==> src/rtl/cga_vram_arbiter.sv <==
// Shares the single 8-bit VRAM SRAM between the CRTC fetch path and the ISA CPU path.
// Video has priority, but a CPU request always wins against a second video request in a row.
module cga_vram_arbiter #(
    parameter int unsigned ACCESS_CYCLES = 2,
    parameter int unsigned ADDR_WIDTH    = 19
) (
    input  logic                  i_clk,
    input  logic                  i_reset,
    input  logic                  i_vid_req,
    input  logic [ADDR_WIDTH-1:0] i_vid_addr,
    output logic [7:0]            o_vid_data,
    output logic                  o_vid_valid,
    input  logic                  i_cpu_req,
    input  logic                  i_cpu_we,
    input  logic [ADDR_WIDTH-1:0] i_cpu_addr,
    input  logic [7:0]            i_cpu_wdata,
    output logic [7:0]            o_cpu_rdata,
    output logic                  o_cpu_ack,
    output logic                  o_cpu_rdy,
    output logic [ADDR_WIDTH-1:0] o_ram_a,
    output logic                  o_ram_we_l,
    output logic [7:0]            o_ram_d_out,
    output logic                  o_ram_d_oe,
    input  logic [7:0]            i_ram_d_in
);

    localparam int unsigned CNT_W = (ACCESS_CYCLES > 2) ? $clog2(ACCESS_CYCLES) : 1;
    localparam logic [CNT_W-1:0] CNT_LOAD = CNT_W'(ACCESS_CYCLES - 1);

    typedef enum logic {ST_IDLE, ST_ACCESS} state_t;
    typedef enum logic {OWN_VID, OWN_CPU} owner_t;

    state_t                r_state;
    state_t                w_state_next;
    logic [CNT_W-1:0]      r_cnt;
    logic [CNT_W-1:0]      w_cnt_next;
    owner_t                r_owner;
    owner_t                r_last_owner;
    logic                  r_vid_pend;
    logic                  r_cpu_pend;
    logic [ADDR_WIDTH-1:0] r_vid_addr;
    logic [ADDR_WIDTH-1:0] r_cpu_addr;
    logic                  r_cpu_we;
    logic [7:0]            r_cpu_wdata;
    logic                  r_acc_we;
    logic [ADDR_WIDTH-1:0] r_ram_a;
    logic                  r_ram_we_l;
    logic [7:0]            r_ram_d_out;
    logic                  r_ram_d_oe;
    logic [7:0]            r_vid_data;
    logic                  r_vid_valid;
    logic [7:0]            r_cpu_rdata;
    logic                  r_cpu_ack;
    logic                  r_cpu_rdy;

    logic w_arb;
    logic w_done;
    logic w_grant_vid;
    logic w_grant_cpu;
    logic w_vid_pend_next;
    logic w_cpu_pend_next;
    logic w_cpu_busy_next;
    logic w_cpu_ack_next;
    logic w_cpu_rdy_next;

    // Next-state logic: arbitrate only when idle or on the last cycle of an access.
    always_comb begin
        w_state_next = r_state;
        w_cnt_next   = r_cnt;
        w_grant_vid  = 1'b0;
        w_grant_cpu  = 1'b0;
        w_done       = 1'b0;
        w_arb        = (r_state == ST_IDLE) || (r_cnt == '0);
        if (r_state == ST_ACCESS) begin
            if (r_cnt == '0) begin
                w_done = 1'b1;
            end else begin
                w_cnt_next = r_cnt - CNT_W'(1);
            end
        end
        if (w_arb) begin
            if (r_vid_pend && (!r_cpu_pend || (r_last_owner == OWN_CPU))) begin
                w_grant_vid = 1'b1;
            end else if (r_cpu_pend) begin
                w_grant_cpu = 1'b1;
            end
            if (w_grant_vid || w_grant_cpu) begin
                w_state_next = ST_ACCESS;
                w_cnt_next   = CNT_LOAD;
            end else begin
                w_state_next = ST_IDLE;
            end
        end
    end

    assign w_vid_pend_next = (r_vid_pend && !w_grant_vid) || (i_vid_req && !r_vid_pend);
    assign w_cpu_pend_next = (r_cpu_pend && !w_grant_cpu) || (i_cpu_req && !r_cpu_pend);
    assign w_cpu_busy_next = (w_state_next == ST_ACCESS) &&
                             (w_grant_cpu || (!w_grant_vid && (r_owner == OWN_CPU)));
    assign w_cpu_ack_next  = w_done && (r_owner == OWN_CPU);
    assign w_cpu_rdy_next  = !(w_cpu_pend_next || w_cpu_busy_next || w_cpu_ack_next);

    always_ff @(posedge i_clk) begin
        if (i_reset) begin
            r_state      <= ST_IDLE;
            r_cnt        <= '0;
            r_owner      <= OWN_CPU;
            r_last_owner <= OWN_CPU;
        end else begin
            r_state <= w_state_next;
            r_cnt   <= w_cnt_next;
            if (w_grant_vid) begin
                r_owner      <= OWN_VID;
                r_last_owner <= OWN_VID;
            end else if (w_grant_cpu) begin
                r_owner      <= OWN_CPU;
                r_last_owner <= OWN_CPU;
            end
        end
    end

    // Request capture; a pulse while already pending is dropped.
    always_ff @(posedge i_clk) begin
        if (i_reset) begin
            r_vid_pend  <= 1'b0;
            r_cpu_pend  <= 1'b0;
            r_vid_addr  <= '0;
            r_cpu_addr  <= '0;
            r_cpu_we    <= 1'b0;
            r_cpu_wdata <= '0;
        end else begin
            r_vid_pend <= w_vid_pend_next;
            r_cpu_pend <= w_cpu_pend_next;
            if (i_vid_req && !r_vid_pend) begin
                r_vid_addr <= i_vid_addr;
            end
            if (i_cpu_req && !r_cpu_pend) begin
                r_cpu_addr  <= i_cpu_addr;
                r_cpu_we    <= i_cpu_we;
                r_cpu_wdata <= i_cpu_wdata;
            end
        end
    end

    // SRAM pins: WE is held off for the first cycle so the address settles first.
    always_ff @(posedge i_clk) begin
        if (i_reset) begin
            r_ram_a     <= '0;
            r_ram_we_l  <= 1'b1;
            r_ram_d_out <= '0;
            r_ram_d_oe  <= 1'b0;
            r_acc_we    <= 1'b0;
        end else if (w_grant_vid) begin
            r_ram_a    <= r_vid_addr;
            r_ram_we_l <= 1'b1;
            r_ram_d_oe <= 1'b0;
            r_acc_we   <= 1'b0;
        end else if (w_grant_cpu) begin
            r_ram_a     <= r_cpu_addr;
            r_ram_d_out <= r_cpu_wdata;
            r_ram_we_l  <= 1'b1;
            r_ram_d_oe  <= r_cpu_we;
            r_acc_we    <= r_cpu_we;
        end else if ((r_state == ST_ACCESS) && !w_done) begin
            r_ram_we_l <= !r_acc_we;
        end else begin
            r_ram_we_l <= 1'b1;
            r_ram_d_oe <= 1'b0;
        end
    end

    // Completion pulses and read data capture.
    always_ff @(posedge i_clk) begin
        if (i_reset) begin
            r_vid_data  <= '0;
            r_vid_valid <= 1'b0;
            r_cpu_rdata <= '0;
            r_cpu_ack   <= 1'b0;
            r_cpu_rdy   <= 1'b1;
        end else begin
            r_vid_valid <= w_done && (r_owner == OWN_VID);
            r_cpu_ack   <= w_cpu_ack_next;
            r_cpu_rdy   <= w_cpu_rdy_next;
            if (w_done && (r_owner == OWN_VID)) begin
                r_vid_data <= i_ram_d_in;
            end
            if (w_cpu_ack_next && !r_acc_we) begin
                r_cpu_rdata <= i_ram_d_in;
            end
        end
    end

    assign o_vid_data  = r_vid_data;
    assign o_vid_valid = r_vid_valid;
    assign o_cpu_rdata = r_cpu_rdata;
    assign o_cpu_ack   = r_cpu_ack;
    assign o_cpu_rdy   = r_cpu_rdy;
    assign o_ram_a     = r_ram_a;
    assign o_ram_we_l  = r_ram_we_l;
    assign o_ram_d_out = r_ram_d_out;
    assign o_ram_d_oe  = r_ram_d_oe;

endmodule

==> config.mk <==
export PLATFORM = sky130hd
export DESIGN_NAME = cga_vram_arbiter
export DESIGN_NICKNAME = d
export VERILOG_FILES = /design/src/rtl/cga_vram_arbiter.sv
export SDC_FILE = /design/constraint.sdc
export NUM_CORES = 1
export LEC_CHECK = 0
export CAP_MARGIN = 20
export CORE_MARGIN = 2
export CORE_UTILIZATION = 30
export CTS_BUF_LIST = sky130_fd_sc_hd__clkbuf_16
export CTS_CLUSTER_DIAMETER = 40
export DETAILED_ROUTE_END_ITERATION = 8
export GPL_TIMING_DRIVEN = 0
export RECOVER_POWER = 25
export SKIP_CTS_REPAIR_TIMING = 1
export SLEW_MARGIN = 20
export SYNTH_ARGS = -nofsm -noshare
export SYNTH_HDL_FRONTEND = slang
export SYNTH_SLANG_ARGS = --single-unit
==> constraint.sdc <==
create_clock -name i_clk -period 1.35 [get_ports i_clk]
set_input_delay 0.3375 -clock i_clk [delete_from_list [all_inputs] [get_ports i_clk]]
set_output_delay 0.3375 -clock i_clk [all_outputs]
set_load 0.005 [all_outputs]
# Word level (Yosys, flattened, before mapping)
# Index checks and enable logic that the tools add are counted.
dict set report totals {
  n_memories 0
  out_inout_bits 48
  ramBits 0
  mem_bits_ro 0
  latch_bits 0
  input_bits 59
  ff_bits 101
  word_cells 77
}
dict set report classes {
  mul 0
  eq_ne 1
  n_lt_le_gt_ge 0
  bitwise_logic 5
  reduce_logical 30
  n_shift 0
  div 0
  n_addsub 1
  n_mux 21
}
# operator n
set ops {}
lappend ops {{$mux W19} 2}
lappend ops {{$mux W1} 19}
lappend ops {{$logic_and A1 B1 Y1} 11}
lappend ops {{$logic_or A1 B1 Y1} 8}
lappend ops {{$logic_not A1 Y1} 7}
lappend ops {{$not A1 Y1} 5}
lappend ops {{$reduce_or A4 Y1} 1}
lappend ops {{$ne A2 B2 Y1 const B} 1}
lappend ops {{$reduce_and A2 Y1} 1}
lappend ops {{$reduce_bool A2 Y1} 1}
lappend ops {{$reduce_or A2 Y1} 1}
lappend ops {{$sub A1 B1 Y1 const B} 1}

# Depth between registers and ports, before layout
# Gate-level depths: netlist (run 1).
dict set report depth {
  depth_word 13
  ltp_mapped 6
  ltp_nobuf 3
}

# Least setup slack after synthesis (run 1)
# Ideal clock, no wire load.
dict set report synth_timing {
  path_type {reg2reg}
  from {register r_state}
  to {register r_vid_data[7] (netlist: o_vid_data[7])}
  t_arrival_ps 1124
  stages_incl_launch_ff 6
  setup_ps 128
  n_path_buf 2
  t_required_ps 1222
  synth_period_minus_slack_ps 1252
  setup_slack_ps 98
  cell_sequence {dfxtp_1 > buf_2 > nor3b_1 > buf_4 > mux2i_1 > nor2_1}
}
dict set report synth_via {
  elab_chain_cells 2
}
# item line_no
set synth_lines {}
lappend synth_lines {{start: declaration} 33} ;# state_t r_state;
lappend synth_lines {{start signal: assignment} 110} ;# r_state <= w_state_next;
lappend synth_lines {{$mux W1} 74} ;# if (r_state == ST_ACCESS) begin
lappend synth_lines {{$logic_and A1 B1 Y1} 184} ;# if (w_done && (r_owner == OWN_VID)) begin
lappend synth_lines {{end signal: assignment} 185} ;# r_vid_data <= i_ram_d_in;
lappend synth_lines {{end: declaration} 50} ;# logic [7:0] r_vid_data;
# Every way passes these cells.
# A chain may end at the register's enable or synchronous reset.

# Final worst setup path (run 1)
dict set report layout_timing {
  from {register r_cnt}
  to {register r_cpu_rdata[6] (netlist: o_cpu_rdata[6])}
}
dict set report layout_via {
  elab_chain_cells 4
}
# item line_no
set layout_lines {}
lappend layout_lines {{start: declaration} 35} ;# logic [CNT_W-1:0] r_cnt;
lappend layout_lines {{start signal: assignment} 111} ;# r_cnt <= w_cnt_next;
lappend layout_lines {{$mux W1} 75} ;# if (r_cnt == '0) begin
lappend layout_lines {{$mux W1} 74}
lappend layout_lines {{$logic_and A1 B1 Y1} 100} ;# assign w_cpu_ack_next = w_done && (r_owner == OWN_CPU);
lappend layout_lines {{$logic_and A1 B1 Y1} 187} ;# if (w_cpu_ack_next && !r_acc_we) begin
lappend layout_lines {{end signal: assignment} 188} ;# r_cpu_rdata <= i_ram_d_in;
lappend layout_lines {{end: declaration} 52} ;# logic [7:0] r_cpu_rdata;
# Every way passes these cells.

==> flow_summary.json, run 1 <==
{
  "syn_area_per_cell_sq_um": 8.71,
  "dieHeight_microns": 116,
  "hp-class": "input pin to flop",
  "cp-start-kind": "flop",
  "core-area_sq_um": 12100,
  "worstPathRequired_ps": 1560,
  "syn_inst": 430,
  "drv_slew": 0,
  "netlist_top_cells_area": "dfxtp_1 (54%), a21oi_1 (9.9%), nand2_1 (9.6%)",
  "synth_cell_types": 29,
  "worst_hold_slack_ps": 410,
  "die_w_microns": 116,
  "drtAntennaViolNets": 0,
  "critPathMaxFanout": 8,
  "wl_per_cell_microns": 15.1,
  "drc": 0,
  "use_met3_pct": 2.25,
  "fin_crit_ps": 1320,
  "post-route-util_pct": 47.3,
  "powerDensity_nw_per_um2": 1200,
  "clk_pin_slew_ps": 60,
  "p_leak_nw": 2.85,
  "cts-root-buf": "clkbuf_16",
  "status": "complete, no violations",
  "grt_overflow": 0,
  "wl_microns": 11000,
  "antennaDiodeCount": 0,
  "fmax_ghz": 0.760,
  "final_common_cell": "nand2_1",
  "skew_ps": 6.67,
  "syn_nets": 489,
  "p_total_mw": 6.84,
  "place_hpwl_microns": 7760,
  "path_class": "flop to flop",
  "synth_top_area_cell": "dfxtp_1",
  "drtIter0Drc": 224,
  "cts_buffer_depth": 2,
  "io_buffers": 105,
  "worst_slew_pin_slew_ps": 602,
  "numClockSinks": 101,
  "grt_antenna_before_repair": 0,
  "synth-seq-area-share_pct": 54.0,
  "maxCapViolCount": 0,
  "drive_above_1_share_pct": 13.8,
  "cts_made_buffers": 9,
  "grtUsageTotal_pct": 15.8,
  "insertion_delay_ps": 340,
  "grt_max_degree": 16,
  "gr-usage-met2_pct": 25.8,
  "mostFrequentLayoutCells": "nand2_1 (96), dfxtp_1 (87), a21oi_1 (74)",
  "grt_pass1_wl_microns": 16200,
  "synth_top_area_share_pct": 54.0,
  "netlist_area_sq_um": 3740,
  "viasPerCell": 4.72,
  "yosys_warnings": 0,
  "max_slew_margin_pct": 59.9,
  "pin_count": 107,
  "period_share_pct": 97.5,
  "gp_congestion": 0.780,
  "start_util_pct": 30.9,
  "worstSetupEndpointType": "flop",
  "cts-htree-levels": 3,
  "setup_violations": 0,
  "fin_nets": 618,
  "drt-pass1-iter-count": 4,
  "worst_ep_arrival_time_ps": 1530,
  "die-area_sq_um": 13400,
  "rsz0062_at_grt": "true",
  "hold_viol_final": 0,
  "cts_tree": "yes",
  "syn2layout_area_growth_pct": 52.8,
  "vias": 3454,
  "first_global_vias": 3240,
  "ir_drop_mv": 0.517,
  "row_count": 40,
  "met1_usage_pct": 21.6,
  "ys_ff_latch": 101,
  "grt.busiest_layer": "met2"
}
## metrics by stage
step	TNS (ps)	cell area (sq um)	setup WS [ps]	std cells
after floorplan	0	3740	98.0	430
after global placement	-14600	5010	-482	703
after detailed placement	-16640	5010	-531	703
after CTS	-13160	5290	-236	719
after global routing	-167	5720	-50.6	732
final	0	5720	33.9	732
## per-layer routing
metal	vias up	part of all wire (%)
met1	1618	47
met2	95	48
met3	6	4.5
met5	-	0
li1	1735	-
met4	0	0.81
## kinds of logic (layout without fill, tap and decap cells)
group / after synthesis / after routing / share of synthesized area [%]
AOI/OAI and AO/OA: 113 / 113 / 18.1
buffers and inverters: 41 / 175 / 5.45
DFF: 101 / 101 / 54.0
muxes: 16 / 16 / 4.28
and+or+nand+nor: 159 / 159 / 18.1
## flip-flops by register name, summed over array words and instances (netlist names), 8 cells and up
name         cells
r_cpu_addr      19
r_vid_addr      19
o_ram_d_out      8
o_ram_a         19
r_cpu_wdata      8
o_cpu_rdata      8
o_vid_data       8
## final timing paths
kind            start        endpoint  slack (ps)  depth (start not counted)
min           i_reset     o_vid_valid         410                          2
max             r_cnt  o_cpu_rdata[6]          30                          5
max reg2reg     r_cnt  o_cpu_rdata[6]          30                          5
min reg2reg  r_acc_we      o_ram_we_l         430                          1
## final cells by class
type / count / area, sq um
well taps: 168 / 210
inverters: 1 / 3.75
repair buffers: 119 / 1280
plain buffers: 39 / 312
fillers: 1167 / 6390
clock inverters: 7 / 57.6
multi-input cells: 288 / 1590
flip-flops and latches: 101 / 2040
clock buffers: 9 / 225
## cell usage after synthesis
master	instances
a21bo_2	1
buf_2	16
nand4b_1	1
nor3b_1	1
a21o_1	1
dfxtp_1	101
and4bb_1	1
nand3_1	29
nand2b_1	3
nor4bb_1	1
buf_1	1
o21ai_1	9
a21boi_2	1
nor2_1	20
nand2_1	96
a21boi_1	1
nor2b_1	3
o2bb2ai_2	1
a211o_1	1
mux2i_1	16
nor3_1	2
a211oi_1	5
buf_4	6
inv_1	1
a21oi_1	74
and2_1	2
buf_6	1
clkbuf_1	16
a32oi_1	19
## report_power, final
group,switching [mW],internal (mW)
Combinational,0.544,0.579
Sequential,0.0923,3.15
Clock,1.07,1.41
## critical path, cell delays in order (launching register included)
cell	delay (ps)
dfxtp_4	350
buf_8	130
and4bb_1	270
buf_6	170
mux2i_2	220
nor2_1	50
Note: power is estimated with default switching activity, not from simulation.
==> run 2, diff against run 1 <==
--- a/config.mk
+++ b/config.mk
@@ -6,7 +6,6 @@
 export NUM_CORES = 1
 export LEC_CHECK = 0
 export CAP_MARGIN = 20
-export CORE_MARGIN = 2
 export CORE_UTILIZATION = 30
 export CTS_BUF_LIST = sky130_fd_sc_hd__clkbuf_16
 export CTS_CLUSTER_DIAMETER = 40
==> run 2 against run 1 <==
Against the previous run: count of clock-buffer cells in the layout unchanged; clock skew increased by 0.73 ps; via count increased by 1.3%; die area decreased by 3.4%; worst hold slack improved by 8.2 ps; routed wire length decreased by 0.21%; cell area increased by 0.90%; total power increased by 5.5%; worst setup slack got worse by 2.6 ps; critical path depth increased by 1; critical path type unchanged; highest routed layer unchanged.
==> flow_summary.json, run 2 (same netlist as run 1, synthesis figures left out) <==
{
  "status": "complete, no violations",
  "cp-start-kind": "flop",
  "wl_microns": 11000,
  "grt.busiest_layer": "met2",
  "cts-htree-levels": 3,
  "final_common_cell": "nand2_1",
  "drtIter0Drc": 174,
  "pin_count": 107,
  "place_inst": 703,
  "clk_pin_slew_ps": 60,
  "drt-pass1-iter-count": 4,
  "wl_per_cell_microns": 15.0,
  "drtAntennaViolNets": 0,
  "powerDensity_nw_per_um2": 1250,
  "power.switching_mw": 1.70,
  "fmax_ghz": 0.758,
  "max_slew_margin_pct": 60.8,
  "numClockSinks": 101,
  "maxCapViolCount": 0,
  "drc": 0,
  "mostFrequentLayoutCells": "nand2_1 (96), dfxtp_1 (84), a21oi_1 (74)",
  "dieHeight_microns": 114,
  "gr-usage-met2_pct": 27.2,
  "drive_above_1_share_pct": 14.7,
  "power_frac_clock_pct": 39.5,
  "core-area_sq_um": 12100,
  "grt_pass1_wl_microns": 16900,
  "critPathBufInv": 3,
  "critPathMaxFanout": 10,
  "grt_max_degree": 16,
  "worstSetupEndpointType": "flop",
  "setup_violations": 0,
  "grt_antenna_before_repair": 0,
  "p_leak_nw": 2.87,
  "use_met3_pct": 2.34,
  "rsz0062_at_grt": "true",
  "p_seq_share_pct": 45.0,
  "io_buffers": 105,
  "cts_made_buffers": 9,
  "drv_slew": 0,
  "crit_chain": "buf_4 > a21boi_4 > buf_6 > buf_6 > nand3_2 > a211oi_1",
  "row_count": 40,
  "hp-class": "input pin to flop",
  "path_delay_family": "buffers and inverters",
  "start_util_pct": 30.9,
  "worstPathRequired_ps": 1600,
  "viasPerCell": 4.77,
  "worstRegToRegCells": 6,
  "holdPathStages": 2,
  "grtUsageTotal_pct": 16.9,
  "fillerInstances": 1175,
  "final_cells": 734,
  "first_global_vias": 3304,
  "antennaDiodeCount": 0,
  "gp_congestion": 0.780,
  "insertion_delay_ps": 340,
  "fin_crit_ps": 1320,
  "grt_overflow": 0,
  "die_w_microns": 114,
  "vias": 3498,
  "fin_nets": 620,
  "slowest_stage": "dfxtp_4",
  "syn2layout_area_growth_pct": 54.2,
  "place_hpwl_microns": 7670,
  "worst_hold_slack_ps": 418,
  "worst_slew_pin_slew_ps": 588,
  "period_share_pct": 97.7,
  "p_total_mw": 7.21,
  "fin_setup_tns_ps": 0,
  "skew_ps": 7.40,
  "cts_buffer_depth": 2,
  "path_class": "flop to flop",
  "cts-root-buf": "clkbuf_16",
  "max_stage_delay_ps": 360,
  "combPwrFrac_pct": 15.5,
  "cp.depth": 6,
  "post-route-util_pct": 47.7,
  "p_sw_share_pct": 23.5,
  "p_int_mw": 5.52,
  "die-area_sq_um": 12900,
  "worst_ep_arrival_time_ps": 1560,
  "hold_viol_final": 0,
  "cts_tree": "yes",
  "crit_path_frequent_cell": "buf_6",
  "met1_usage_pct": 23.0,
  "ir_drop_mv": 0.704
}
## run 2: cell types whose count changed in the layout (fill, tap and decap cells not counted), sizes merged
cell and change:
dlymetal6s2s -1, clkinv -3, clkdlybuf4s50 +1, bufinv +2, buf +4, inv +1, clkbuf -2
## run 2: power by group through the flow
stage               combinational, mW  sequential [mW]  clock (mW)
detailed placement              0.961             3.30           0
CTS                             0.967             3.23        2.89
floorplan                       0.506             3.28           0
global route                     1.22             3.26        3.05
finish                           1.12             3.25        2.85
global placement                0.943             3.29           0
## run 2: cell type report
type / count / area [sq um] / area share [%]
clock inverters: 7 / 106 / 1.84
well taps: 168 / 210 / 3.64
clock buffers: 9 / 225 / 3.90
flip-flops and latches: 101 / 2050 / 35.5
repair buffers: 122 / 1310 / 22.6
multi-input cells: 288 / 1580 / 27.4
plain buffers: 38 / 290 / 5.03
inverters: 1 / 3.75 / 0.0650
## run 2: final timing paths
path / startpoint / end / slack, ps
setup reg to reg: r_cnt / r_acc_we / 30
hold / removal: i_reset / o_vid_valid / 420
hold reg to reg: r_acc_we / o_ram_we_l / 440
setup / recovery: r_cnt / r_acc_we / 30
## run 2: per-stage QoR
step / worst slack [ps] / instance area (sq um)
floorplan: 98.0 / 3740
CTS: -239 / 5340
finish: 31.3 / 5770
global placement: -463 / 5010
detailed placement: -505 / 5010
global route: -62.6 / 5770
## run 2: routing by layer
layer  wire, microns  up-vias  share of wire, %
met5               0        -                 0
met4             194        0               1.8
met3             456       15               4.1
met2            5120       92                46
met1            5240     1649                48
li1                -     1742                 -
## run 2: worst reg2reg max path: cells and delay by family (launching register included)
kind / cells / cell delay (ps)
AO/OA/AOI/OAI: 2 / 370
AND/OR/NAND/NOR: 1 / 100
buffers and inverters: 3 / 390
flip-flops: 1 / 360
